--- src/rtl/acc_mmu_arbiter_pkg.sv ---
// rtl/acc_mmu_arbiter_pkg.sv - shared types for the LSU/accelerator MMU port arbiter
package acc_mmu_arbiter_pkg;

    localparam int unsigned DEFAULT_VLEN = 39;
    localparam int unsigned DEFAULT_PLEN = 56;

    // Translation exception as reported by the MMU
    typedef struct packed {
        logic [63:0] cause;
        logic [63:0] tval;
        logic        valid;
    } exception_t;

    typedef enum logic [1:0] {
        ARB_IDLE     = 2'd0,
        ARB_BUSY_LSU = 2'd1,
        ARB_BUSY_ACC = 2'd2,
        ARB_DRAIN    = 2'd3
    } acc_mmu_arb_state_e;

    typedef enum logic {
        OWNER_LSU = 1'b0,
        OWNER_ACC = 1'b1
    } acc_mmu_owner_e;

endpackage

--- src/rtl/acc_mmu_arbiter.sv ---
// rtl/acc_mmu_arbiter.sv - shares one MMU translation port between the LSU and the accelerator
module acc_mmu_arbiter
    import acc_mmu_arbiter_pkg::*;
#(
    parameter int unsigned VLEN     = DEFAULT_VLEN,
    parameter int unsigned PLEN     = DEFAULT_PLEN,
    parameter int unsigned CntWidth = 16
) (
    input  logic                clk_i,
    input  logic                rst_i,
    input  logic                flush_i,
    input  logic                lsu_req_i,
    input  logic [VLEN-1:0]     lsu_vaddr_i,
    input  logic                lsu_is_store_i,
    output logic                lsu_valid_o,
    output logic [PLEN-1:0]     lsu_paddr_o,
    output exception_t          lsu_exception_o,
    input  logic                acc_mmu_req_i,
    input  logic [VLEN-1:0]     acc_vaddr_i,
    input  logic                acc_is_store_i,
    output logic                acc_mmu_valid_o,
    output logic [PLEN-1:0]     acc_paddr_o,
    output exception_t          acc_exception_o,
    output logic                mmu_req_o,
    output logic [VLEN-1:0]     mmu_vaddr_o,
    output logic                mmu_is_store_o,
    input  logic                mmu_valid_i,
    input  logic [PLEN-1:0]     mmu_paddr_i,
    input  exception_t          mmu_exception_i,
    output logic                busy_o,
    output logic [CntWidth-1:0] acc_wait_cnt_o
);

    acc_mmu_arb_state_e  state_q;
    acc_mmu_owner_e      last_grant_q;
    logic [VLEN-1:0]     vaddr_q;
    logic                is_store_q;
    logic [CntWidth-1:0] wait_cnt_q;

    logic arb_en;
    logic lsu_cand;
    logic acc_cand;
    logic grant_lsu;
    logic grant_acc;

    // Two-way round-robin; the owner completing this cycle may not win again immediately
    always_comb begin
        arb_en   = 1'b0;
        lsu_cand = 1'b0;
        acc_cand = 1'b0;
        case (state_q)
            ARB_IDLE: begin
                arb_en   = 1'b1;
                lsu_cand = lsu_req_i;
                acc_cand = acc_mmu_req_i;
            end
            ARB_BUSY_LSU: begin
                arb_en   = mmu_valid_i;
                acc_cand = acc_mmu_req_i;
            end
            ARB_BUSY_ACC: begin
                arb_en   = mmu_valid_i;
                lsu_cand = lsu_req_i;
            end
            default: ;
        endcase
        grant_lsu = arb_en & lsu_cand & (~acc_cand | (last_grant_q == OWNER_ACC));
        grant_acc = arb_en & acc_cand & ~grant_lsu;
    end

    // Result routing: only the owner sees the MMU answer, a flushed LSU answer is dropped
    always_comb begin
        lsu_valid_o     = (state_q == ARB_BUSY_LSU) & mmu_valid_i & ~flush_i;
        acc_mmu_valid_o = (state_q == ARB_BUSY_ACC) & mmu_valid_i;
        lsu_paddr_o     = lsu_valid_o ? mmu_paddr_i : '0;
        lsu_exception_o = lsu_valid_o ? mmu_exception_i : '0;
        acc_paddr_o     = acc_mmu_valid_o ? mmu_paddr_i : '0;
        acc_exception_o = acc_mmu_valid_o ? mmu_exception_i : '0;
    end

    assign mmu_req_o      = (state_q != ARB_IDLE);
    assign busy_o         = (state_q != ARB_IDLE);
    assign mmu_vaddr_o    = vaddr_q;
    assign mmu_is_store_o = is_store_q;
    assign acc_wait_cnt_o = wait_cnt_q;

    // Ownership FSM with request latch; DRAIN keeps the MMU request up until the walk ends
    always_ff @(posedge clk_i) begin
        if (rst_i) begin
            state_q      <= ARB_IDLE;
            last_grant_q <= OWNER_ACC;
            vaddr_q      <= '0;
            is_store_q   <= 1'b0;
        end else if (grant_lsu) begin
            state_q      <= ARB_BUSY_LSU;
            last_grant_q <= OWNER_LSU;
            vaddr_q      <= lsu_vaddr_i;
            is_store_q   <= lsu_is_store_i;
        end else if (grant_acc) begin
            state_q      <= ARB_BUSY_ACC;
            last_grant_q <= OWNER_ACC;
            vaddr_q      <= acc_vaddr_i;
            is_store_q   <= acc_is_store_i;
        end else if ((state_q == ARB_BUSY_LSU) && flush_i && !mmu_valid_i) begin
            state_q <= ARB_DRAIN;
        end else if ((state_q != ARB_IDLE) && mmu_valid_i) begin
            state_q <= ARB_IDLE;
        end
    end

    // Saturating count of cycles the accelerator request is not being served
    always_ff @(posedge clk_i) begin
        if (rst_i) begin
            wait_cnt_q <= '0;
        end else if (acc_mmu_req_i && (state_q != ARB_BUSY_ACC) && (wait_cnt_q != '1)) begin
            wait_cnt_q <= wait_cnt_q + CntWidth'(1);
        end
    end

endmodule

--- config.mk ---
export PLATFORM = sky130hd
export DESIGN_NAME = acc_mmu_arbiter
export DESIGN_NICKNAME = d
export VERILOG_FILES = /design/src/rtl/acc_mmu_arbiter_pkg.sv /design/src/rtl/acc_mmu_arbiter.sv
export SDC_FILE = /design/constraint.sdc
export NUM_CORES = 1
export LEC_CHECK = 0
export ABC_AREA = 1
export CAP_MARGIN = 15
export CORE_AREA = 2 2 275 277
export CTS_BUF_LIST = sky130_fd_sc_hd__clkbuf_4 sky130_fd_sc_hd__clkbuf_8
export DETAILED_ROUTE_END_ITERATION = 6
export DIE_AREA = 0 0 277 279
export GPL_TIMING_DRIVEN = 0
export RECOVER_POWER = 50
export SYNTH_ARGS = -nofsm -noshare
export SYNTH_HDL_FRONTEND = slang
export SYNTH_SLANG_ARGS = --single-unit
--- constraint.sdc ---
create_clock -name clk_i -period 2.1 [get_ports clk_i]
set_input_delay 0.21 -clock clk_i [delete_from_list [all_inputs] [get_ports clk_i]]
set_output_delay 0.21 -clock clk_i [all_outputs]
set_load 0.01 [all_outputs]
==> reports/results.txt <==
RSZ-0062 raised after global routing = true
first-pass GRT wire length = 89.4 mm
GRT Total Usage = 17.6%
maximum buffer depth of the clock tree = 2
syn_nets = 1307
Gate power share = 68.3%
Placed Cells = 2700
number of distinct library cells after synthesis = 28
clk_skew = 0.0157 ns
root buffer cell = clkbuf_8
GRT Residual Overflow = 0
Crit Reg-Reg Startpoint = state_q[0]$_SDFFE_PP0P_
FMAX = 407 MHz
switch share = 45.8%
Post-Route WL = 73.1 mm
PortBufs = 700
via count = 10100
clk_lat worst skew = 0.38 ns
Hold Fails Final Rpt = 0
CTS tree = done
Setup WS pre-CTS = -1.38 ns
Worst R2R Path Depth = 11
syn avg cell area = 5.06 um2
H-tree depth = 3
gate count after technology mapping = 1031
class of the worst hold path = primary input to flip-flop
Final Util = 21.7%
final instance area = 16000 um2
row count = 100
Critical Path AT = 2.24 ns
pin count of the biggest net entering global routing = 14
DR DRC count = 0
CORE AREA = 74100 um2
area delta synth->final = 207%
sequential fraction of the synthesis area = 22.6%
fin crit period = 2.45 ns
Placed Area = 13400 um2
drt pass-1 iters = 5
number of global-route vias before repair = 9336
run status = complete, but fails checks
worst-path cell chain = inv_4 -> ha_4 -> inv_4 -> nor3_4 -> clkinv_4 -> buf_12 -> clkbuf_16 -> buf_12 -> buf_8 -> buf_6 -> nor2_4 -> buf_6
cell leakage power = 0.00824 uW
crit share post-route = 117%
Worst-path clk slew = 0.09 ns
max-cap violations = 0
WP buf/inv = 9
initial core utilization = 7.05%
TritonCTS buffer count = 9
HP Start = acc_vaddr_i[11]
peak supply drop = 583 uV
slew at the pin closest to its max-slew limit = 0.639 ns
max_slew headroom = 57.4%
crit path kind = flip-flop to output pin
Final Setup Violations = 350
Post-Layout Cell Count = 2823
DIE WIDTH = 277 um
post-route ant nets = 0
sw power = 4020 uW
WL per Instance = 25.9 um
Hold Crit Endpoint = mmu_vaddr_o[11]$_SDFFE_PP0P_
Die Y-Extent = 279 um
CP max-delay cell = dfxtp_4
WHS Path Cells = 3
Pins Over Slew Limit = 0
Starting DRT DRC Count = 395
flop-to-flop setup slack = 0.10 ns
I/O pin cnt = 701
final RePlAce weighted congestion = 0.887
share of cells above drive strength 1 = 40.5%
DPL Wire Length = 63.7 mm
CP endpoint kind = output pin
Power Density = 548 nW/um2
CP delay by family, top = buffers and inverters
worst flop-to-flop path endpoint = mmu_vaddr_o[14]$_SDFFE_PP0P_
CP startpoint kind = flip-flop
crit-path max FO = 7
Internal = 4770 uW
nets = 2107
Post-Syn Area = 5220 um2
DR vias/cell = 3.58
warnings from Yosys = 0
Clock power frac = 13.3%
Crit path largest cell delay = 0.36 ns
register share of total power = 18.4%
fin worst setup slack = -0.355 ns
worst endpoint required time = 1.89 ns
die area = 77300 um2
failing checks = negative setup slack
Sink Count = 59
initial antenna violation count = 103
Synth Register Bits = 59
-- worst register-to-register path: stages, from the launching register on --
cell      delay, ns
dfxtp_4        0.38
inv_2          0.06
buf_4          0.13
ha_1           0.24
inv_2          0.12
nand2_1        0.09
nand3_2        0.15
clkbuf_1       0.46
nand2_1        0.12
nand2_1        0.10
a21oi_1        0.04
nor2_1         0.08
-- synthesized netlist by cell type --
master,n,share of area [%]
a21oi_1,52,5.0
a21oi_2,3,0.50
buf_1,4,0.29
buf_2,23,2.2
buf_4,1,0.14
buf_6,9,1.9
clkbuf_1,28,2.0
dfxtp_1,59,23
ha_1,5,1.2
inv_1,203,15
inv_2,3,0.22
nand2_1,134,9.6
nand3_1,9,0.86
nand3_2,1,0.19
nand3b_1,2,0.29
nand4_1,3,0.36
nor2_1,430,31
nor2_2,4,0.48
nor2_4,1,0.22
nor3_1,1,0.096
nor3_2,1,0.19
o211a_1,1,0.19
o211ai_1,1,0.14
o21ai_0,25,2.4
o21ai_1,21,2.0
o21ai_4,1,0.31
xnor2_1,2,0.34
xor2_1,4,0.67
-- power groups by stage --
stage / Combinational (uW) / Clock, uW / Sequential [uW]
6_report: 6000 / 1170 / 1620
5_1_grt: 6410 / 1240 / 1670
4_1_cts: 5450 / 1210 / 1630
3_5_place_dp: 5060 / 0 / 1650
3_3_place_gp: 5030 / 0 / 1650
2_1_floorplan: 2030 / 0 / 1710
-- layout by cell type, fill, tap and decap left out, types with 42 or more instances in the layout --
| cell type | Yosys | final |
|---|---|---|
| inv_1 | 203 | 200 |
| clkdlybuf4s50_1 | 0 | 278 |
| dlygate4sd3_1 | 0 | 49 |
| a21oi_1 | 52 | 52 |
| buf_2 | 23 | 179 |
| nor2_1 | 430 | 196 |
| buf_6 | 9 | 168 |
| dfxtp_1 | 59 | 57 |
| nand2_1 | 134 | 133 |
| nor2_4 | 1 | 133 |
| buf_4 | 1 | 42 |
| nor2_2 | 4 | 106 |
-- sequential cells by signal, indices dropped and copies added, names as in the netlist --
signal and flops:
mmu_is_store_o 1, acc_wait_cnt_o 16, last_grant_q 1, state_q 2, mmu_vaddr_o 39
-- logic make-up after synthesis --
group,count (synthesis),share of synthesized area (%)
xor+xnor,6,1.01
compound gates,104,10.5
simple gates,586,43.2
flops,59,22.6
buf+inv,271,21.4
fa+ha+maj,5,1.20
-- per-stage QoR --
step	total power (uW)	TNS, ns	hold WS (ns)
after CTS	8290	-74.28	0.408
after global placement	6680	-339.81	0.468
after detailed placement	6710	-345.02	0.468
final	8790	-59.32	0.434
after global routing	9320	-91.48	0.432
after floorplan	3740	0	0.335
-- worst max path at each step --
stage,slack (ns),cells after the start,start,to
finish,-0.35,12,state_q[1]$_SDFFE_PP0P_,lsu_paddr_o[48]
CTS,-0.52,8,state_q[1]$_SDFFE_PP0P_,lsu_paddr_o[0]
floorplan,0.41,8,state_q[1]$_SDFFE_PP0P_,lsu_exception_o[100]
global placement,-1.38,6,mmu_valid_i,acc_exception_o[2]
global route,-0.42,12,state_q[1]$_SDFFE_PP0P_,lsu_paddr_o[48]
detailed placement,-1.38,6,mmu_valid_i,acc_exception_o[2]
-- final cells by class --
| class | count | area (um2) |
|---|---|---|
| Fill cell | 8306 | 58000 |
| Timing Repair Buffer | 801 | 7710 |
| Multi-Input combinational cell | 701 | 4220 |
| Tap cell | 969 | 1210 |
| Sequential cell | 59 | 1190 |
| Inverter | 206 | 783 |
| Buffer | 53 | 682 |
| Clock buffer | 9 | 124 |
| Clock inverter | 7 | 81.3 |
| Antenna cell | 18 | 45.0 |
-- routing by layer --
layer | up-vias | global-route usage, % | wire (um)
met4 | 122 | 3.09 | 2190
li1 | 4626 | - | -
met3 | 230 | 20.3 | 18100
met5 | - | 0 | 763
met1 | 4460 | 17.3 | 23900
met2 | 661 | 24.5 | 28100
-- repair_timing --
action                     4_1_cts  5_1_grt
pin swaps                        6       22
hold buffers                     0        0
setup endpoints to repair      372      392
resized for setup             1305      806
buffers inserted                44       48
cloned                           5        8
Power figures use the tool's default switching activity.
